`config.mk`:
```
export PLATFORM = sky130hd
export DESIGN_NAME = instr_encoder
export DESIGN_NICKNAME = d
export VERILOG_FILES = /design/src/rtl/instr_encoder.sv
export SDC_FILE = /design/constraint.sdc
export NUM_CORES = 1
export LEC_CHECK = 0
export ABC_AREA = 1
export BUFFER_PORTS_ARGS = -buffer_cell sky130_fd_sc_hd__clkbuf_2
export CORE_MARGIN = 4
export CORE_UTILIZATION = 54
export CTS_CLUSTER_SIZE = 28
export DETAILED_ROUTE_END_ITERATION = 8
export PLACE_DENSITY = 0.8
export SYNTH_ARGS = -nofsm -noshare
export SYNTH_HDL_FRONTEND = slang
export SYNTH_SLANG_ARGS = --single-unit
export TNS_END_PERCENT = 10
```
`constraint.sdc`:
```
create_clock -name clk -period 2.02 [get_ports clk]
set_input_delay 0.303 -clock clk [delete_from_list [all_inputs] [get_ports clk]]
set_output_delay 0.303 -clock clk [all_outputs]
set_load 0.02 [all_outputs]
```
`src/rtl/instr_encoder.sv`:
```
// Instruction encoder: checks an intended immediate against the opcode's extension
// rule, packs the instruction word and writes it to instruction memory through an acked port.
module instr_encoder #(
   parameter int          ADDR_W    = 10,
   parameter int unsigned BASE_ADDR = 0
) (
   input  logic              clk,
   input  logic              rst_n,
   input  logic              addr_load,
   input  logic [ADDR_W-1:0] addr_init,
   input  logic              in_valid,
   output logic              in_ready,
   input  logic [5:0]        opcode,
   input  logic [4:0]        rs,
   input  logic [4:0]        rd,
   input  logic [4:0]        rt,
   input  logic [5:0]        func,
   input  logic [31:0]       immed_val,
   output logic              mem_we,
   output logic [ADDR_W-1:0] mem_addr,
   output logic [31:0]       mem_wdata,
   input  logic              mem_ack,
   output logic              err,
   output logic [1:0]        err_code,
   output logic [15:0]       instr_count,
   output logic              busy
);

   typedef enum logic [1:0] {IDLE, ENCODE, WRITE} state_t;

   localparam logic [1:0] CODE_OK     = 2'b00;
   localparam logic [1:0] CODE_ILLEGAL = 2'b01;
   localparam logic [1:0] CODE_RANGE  = 2'b10;
   localparam logic [1:0] CODE_ALIGN  = 2'b11;

   // Returns {error code, 16-bit field}; the rules invert the CPU's immediate extension.
   function automatic logic [17:0] encode(input logic [5:0] op, input logic [4:0] rt_f,
                                          input logic [5:0] fn, input logic [31:0] imm);
      logic [1:0]  code;
      logic [15:0] field;
      code  = CODE_OK;
      field = imm[15:0];
      case (op)
         6'b110000, 6'b111000, 6'b000011, 6'b000111, 6'b001111, 6'b011111: begin
            if (!((&imm[31:15]) || !(|imm[31:15]))) code = CODE_RANGE;
         end
         6'b111001: begin
            if (|imm[15:0]) code = CODE_RANGE;
            field = imm[31:16];
         end
         6'b110010, 6'b110011: begin
            if (|imm[31:16]) code = CODE_RANGE;
         end
         6'b111111, 6'b000000, 6'b000001: begin
            if (|imm[1:0])        code = CODE_ALIGN;
            else if (|imm[31:18]) code = CODE_RANGE;
            field = imm[17:2];
         end
         6'b100000: field = {rt_f, 5'b0, fn};
         default: begin
            code  = CODE_ILLEGAL;
            field = '0;
         end
      endcase
      return {code, field};
   endfunction

   state_t            state_q, state_d;
   logic [5:0]        op_q, op_d, func_q, func_d;
   logic [4:0]        rs_q, rs_d, rd_q, rd_d, rt_q, rt_d;
   logic [31:0]       imm_q, imm_d;
   logic              we_q, we_d, err_q, err_d;
   logic [ADDR_W-1:0] addr_q, addr_d;
   logic [31:0]       wdata_q, wdata_d;
   logic [1:0]        code_q, code_d;
   logic [15:0]       cnt_q, cnt_d;
   logic [17:0]       enc_res;

   assign enc_res     = encode(op_q, rt_q, func_q, imm_q);
   assign in_ready    = (state_q == IDLE) && !addr_load;
   assign busy        = (state_q != IDLE);
   assign mem_we      = we_q;
   assign mem_addr    = addr_q;
   assign mem_wdata   = wdata_q;
   assign err         = err_q;
   assign err_code    = code_q;
   assign instr_count = cnt_q;

   always_comb begin
      state_d = state_q;
      op_d    = op_q;
      rs_d    = rs_q;
      rd_d    = rd_q;
      rt_d    = rt_q;
      func_d  = func_q;
      imm_d   = imm_q;
      we_d    = we_q;
      addr_d  = addr_q;
      wdata_d = wdata_q;
      err_d   = 1'b0;
      code_d  = code_q;
      cnt_d   = cnt_q;
      case (state_q)
         IDLE: begin
            if (addr_load) begin
               addr_d = addr_init;
            end else if (in_valid) begin
               op_d    = opcode;
               rs_d    = rs;
               rd_d    = rd;
               rt_d    = rt;
               func_d  = func;
               imm_d   = immed_val;
               state_d = ENCODE;
            end
         end
         ENCODE: begin
            if (enc_res[17:16] == CODE_OK) begin
               wdata_d = {op_q, rs_q, rd_q, enc_res[15:0]};
               we_d    = 1'b1;
               state_d = WRITE;
            end else begin
               err_d   = 1'b1;
               code_d  = enc_res[17:16];
               state_d = IDLE;
            end
         end
         WRITE: begin
            // Strobe, address and data stay frozen until memory acknowledges.
            if (mem_ack) begin
               we_d    = 1'b0;
               addr_d  = addr_q + 1'b1;
               if (cnt_q != 16'hFFFF) cnt_d = cnt_q + 16'd1;
               code_d  = CODE_OK;
               state_d = IDLE;
            end
         end
         default: state_d = IDLE;
      endcase
   end

   always_ff @(posedge clk or negedge rst_n) begin
      if (!rst_n) begin
         state_q <= IDLE;
         op_q    <= '0;
         rs_q    <= '0;
         rd_q    <= '0;
         rt_q    <= '0;
         func_q  <= '0;
         imm_q   <= '0;
         we_q    <= 1'b0;
         addr_q  <= ADDR_W'(BASE_ADDR);
         wdata_q <= '0;
         err_q   <= 1'b0;
         code_q  <= CODE_OK;
         cnt_q   <= '0;
      end else begin
         state_q <= state_d;
         op_q    <= op_d;
         rs_q    <= rs_d;
         rd_q    <= rd_d;
         rt_q    <= rt_d;
         func_q  <= func_d;
         imm_q   <= imm_d;
         we_q    <= we_d;
         addr_q  <= addr_d;
         wdata_q <= wdata_d;
         err_q   <= err_d;
         code_q  <= code_d;
         cnt_q   <= cnt_d;
      end
   end

endmodule

```
==> metrics <==
largest net degree at the start of global routing between 40 and 50; Vias 5666; root buf cell clkbuf_8; Max Cap Viol 0; critical path depth in cells 10; Power Density approximately 1200 mW/mm^2; leakage 4.04 nW; Pwr Total 9.59 mW; Req. time, crit path around 2400 ps; H-tree levels 4; Post-DRT Antenna Nets 0; type of origin of the critical path register; synth unique cells 36; CP Cell Sequence nor2_1 > and2_1 > nand3_1 > nand2_2 > nand3_2 > nor2_4 > nand3_4 > clkbuf_16 > nand2_1 > o21ai_2; crit share post-route 94.9%; initial antenna violation count 0; drt total wl 16.9 mm; Antenna Cells 0; I/O Pins ~140; Initial Utilization 55.7%; Port Buf Inserts 137; clock-pin slew on the worst setup and hold paths approximately 60 ps; Yosys reg bits between 100 and 150; Worst Clk Skew between 7 and 8 ps; clock buffer depth 2; hold-critical path depth 3; Num CTS Buffers 17; status finished clean; layout cells sized above 1 24.4%; gr ovfl total 0; Final Hold Viols 0; Seq/Total Area, Yosys ~53%; Synth-to-Final Area Change 35.5%; Max transition margin 60.7%; Max IR drop VDD between 0.0006 and 0.0007 V; 1st-pass router iterations 5; final setup vio count 0; DIE HEIGHT around 110 um; Worst path slowest cell dfrtp_1; Core ar. ~0.010 sq mm; Main synth FF type dfrtp_1; Netlist Area Pre-Place 0.00580 sq mm; CTS tree built; Synth Area per Inst slightly above 8 sq um; site row count 37; Yosys top cell by area dfrtp_1; nets 1000; CTS sink cnt about 120; HP Class in2reg; crit end category register; count leader, synth nand2_1; later-pin clock latency in the skew report 520 ps; CP top delay family simple AND/OR/NAND/NOR gates; Slew @ Worst Pin just under 600 ps; Synth top cells by count nand2_1, dfrtp_1, nor2_1, o21ai_0, inv_1; pre-CTS setup slack 49.3 ps; CP Class reg2reg; Gate Count Post-Synth a little over 700; Max Transition Viols Final 0; Largest stage delay, worst path between 400 and 500 ps; number of remaining DRC errors 0; Buf+Inv Stages, Crit Path 1; vias per cell ~5.3; Post-synth ARST share between 90% and 100%; top cell type's share of synthesized area between 50 and 60%; GRT Total Usage a little over a quarter; overall die width about 110 um; Post-synth EDFFs 0; post-route setup slack 103 ps; fmax about 520 MHz; CP arrival roughly 2300 ps; vias in the first global route between 5000 and 6000; critical path peak fanout 21; first-pass GRT wire length between 20 and 30 mm; overall die area ~0.012 sq mm; total of warnings raised by yosys 0; wire per inst roughly 16 um; First DRT Iteration DRCs 557; path depth of the worst reg2reg path 10; HPWL Detailed between 10 and 15 mm; top cells by area, synth dfrtp_1, nand2_1, o21ai_0; clock period minus worst slack 1920 ps; syn_nets between 700 and 800; GP Congestion slightly above 0.9
-- stage by stage --
stage | area (sq um) | std cells | hold slack (ps) | TNS (ps) | utilization [%]
2_1_floorplan | 5800 | 720 | 7.41 | 0 | -
3_3_place_gp | 6720 | 986 | 330 | 0 | 64.5
3_5_place_dp | 6720 | 986 | 333 | 0 | 64.5
4_1_cts | 7770 | 1070 | 3.05 | 0 | 74.6
5_1_grt | 7860 | 1073 | 10.8 | -54.1 | 75.5
6_report | 7860 | 1073 | 18.0 | 0 | 75.5
-- registers in the layout (all words and copies together) (netlist names) --
signal       cells
imm_q           32
mem_wdata       32
instr_count     16
mem_addr        10
func_q           6
op_q             6
rd_q             5
rs_q             5
rt_q             5
err_code         2
state_q          2
err              1
mem_we           1
-- where the power goes --
group	total, mW	switching (mW)	leakage (nW)	internal (mW)
clock network	2.75	1.03	0.262	1.72
logic	3.04	1.96	2.23	1.08
registers	3.80	0.612	1.55	3.19
total	9.59	3.60	4.04	5.99
-- repair_timing --
action | in CTS | in global routing
cloned | 0 | 1
pin swaps | 0 | 2
endpoints found under the setup margin | 1 | 36
hold buffers | 52 | 0
endpoints found under the hold margin | 91 | 0
gates resized for setup | 1 | 15
buffers inserted | 0 | 2
-- path summary, 6_finish.rpt --
kind	start	endpoint	slack, ps
worst max-delay path	imm_q[0]	mem_wdata[5]	100
worst min register to register	mem_wdata[26]	mem_wdata[26]	480
worst max register to register	imm_q[0]	mem_wdata[5]	100
max in group asynchronous	rst_n	op_q[2]	1030
worst min-delay path	rd[0]	rd_q[0]	20
min in group asynchronous	rst_n	instr_count[8]	320
-- cell type report --
type	count	area, sq um
clock buffers	25	474
multi-input cells	509	2390
flip-flops and latches	123	3080
well taps	136	170
repair buffers	210	1450
inverters	63	236
fillers	780	2550
clock inverters	7	65.1
-- kinds of logic (layout without fill, tap and decap cells) --
logic type / Yosys count / in the layout / share of synthesized area, %
AO/OA/AOI/OAI: 115 / 115 / 11.5
AND/OR/NAND/NOR: 379 / 379 / 26.5
buffers and inverters: 88 / 305 / 6.55
flip-flops: 123 / 123 / 53.0
adder cells (fa/ha/maj): 2 / 2 / 0.431
XOR/XNOR: 13 / 13 / 1.96
-- cells in the final DEF (no fill, tap or decap), types with 3 or more instances in the layout --
master         count
dlygate4sd3_1     52
clkbuf_16         17
o21ai_2           15
nand2_1          261
nor2_2             8
xor2_1            10
dfrtp_1          121
o21ai_1            3
clkbuf_8           4
buf_4             15
o22ai_1            7
nand2_2            4
nor2_1            58
clkbuf_1           5
inv_2              4
o211ai_1           3
xnor2_1            3
clkbuf_2         136
a31oi_1            3
nand4_1            4
a21oi_1           17
nor2_4             3
clkinv_2           4
o21ai_0           62
nand3_1           28
inv_1             59
buf_12             5
-- per-layer routing --
| layer | GRT usage (%) | share of wire (%) | wire length, um |
|---|---|---|---|
| met3 | 6.52 | 6.1 | 1030 |
| met2 | 46.2 | 51 | 8630 |
| met4 | 9.49 | 2.2 | 367 |
| met1 | 33.4 | 41 | 6870 |
| met5 | 0 | 0 | 0 |
-- worst min-delay path: stages --
cell and delay, ps:
clkbuf_2 90, nand2_1 40, o21ai_0 60
No activity file was read; power rests on OpenSTA's default activity.
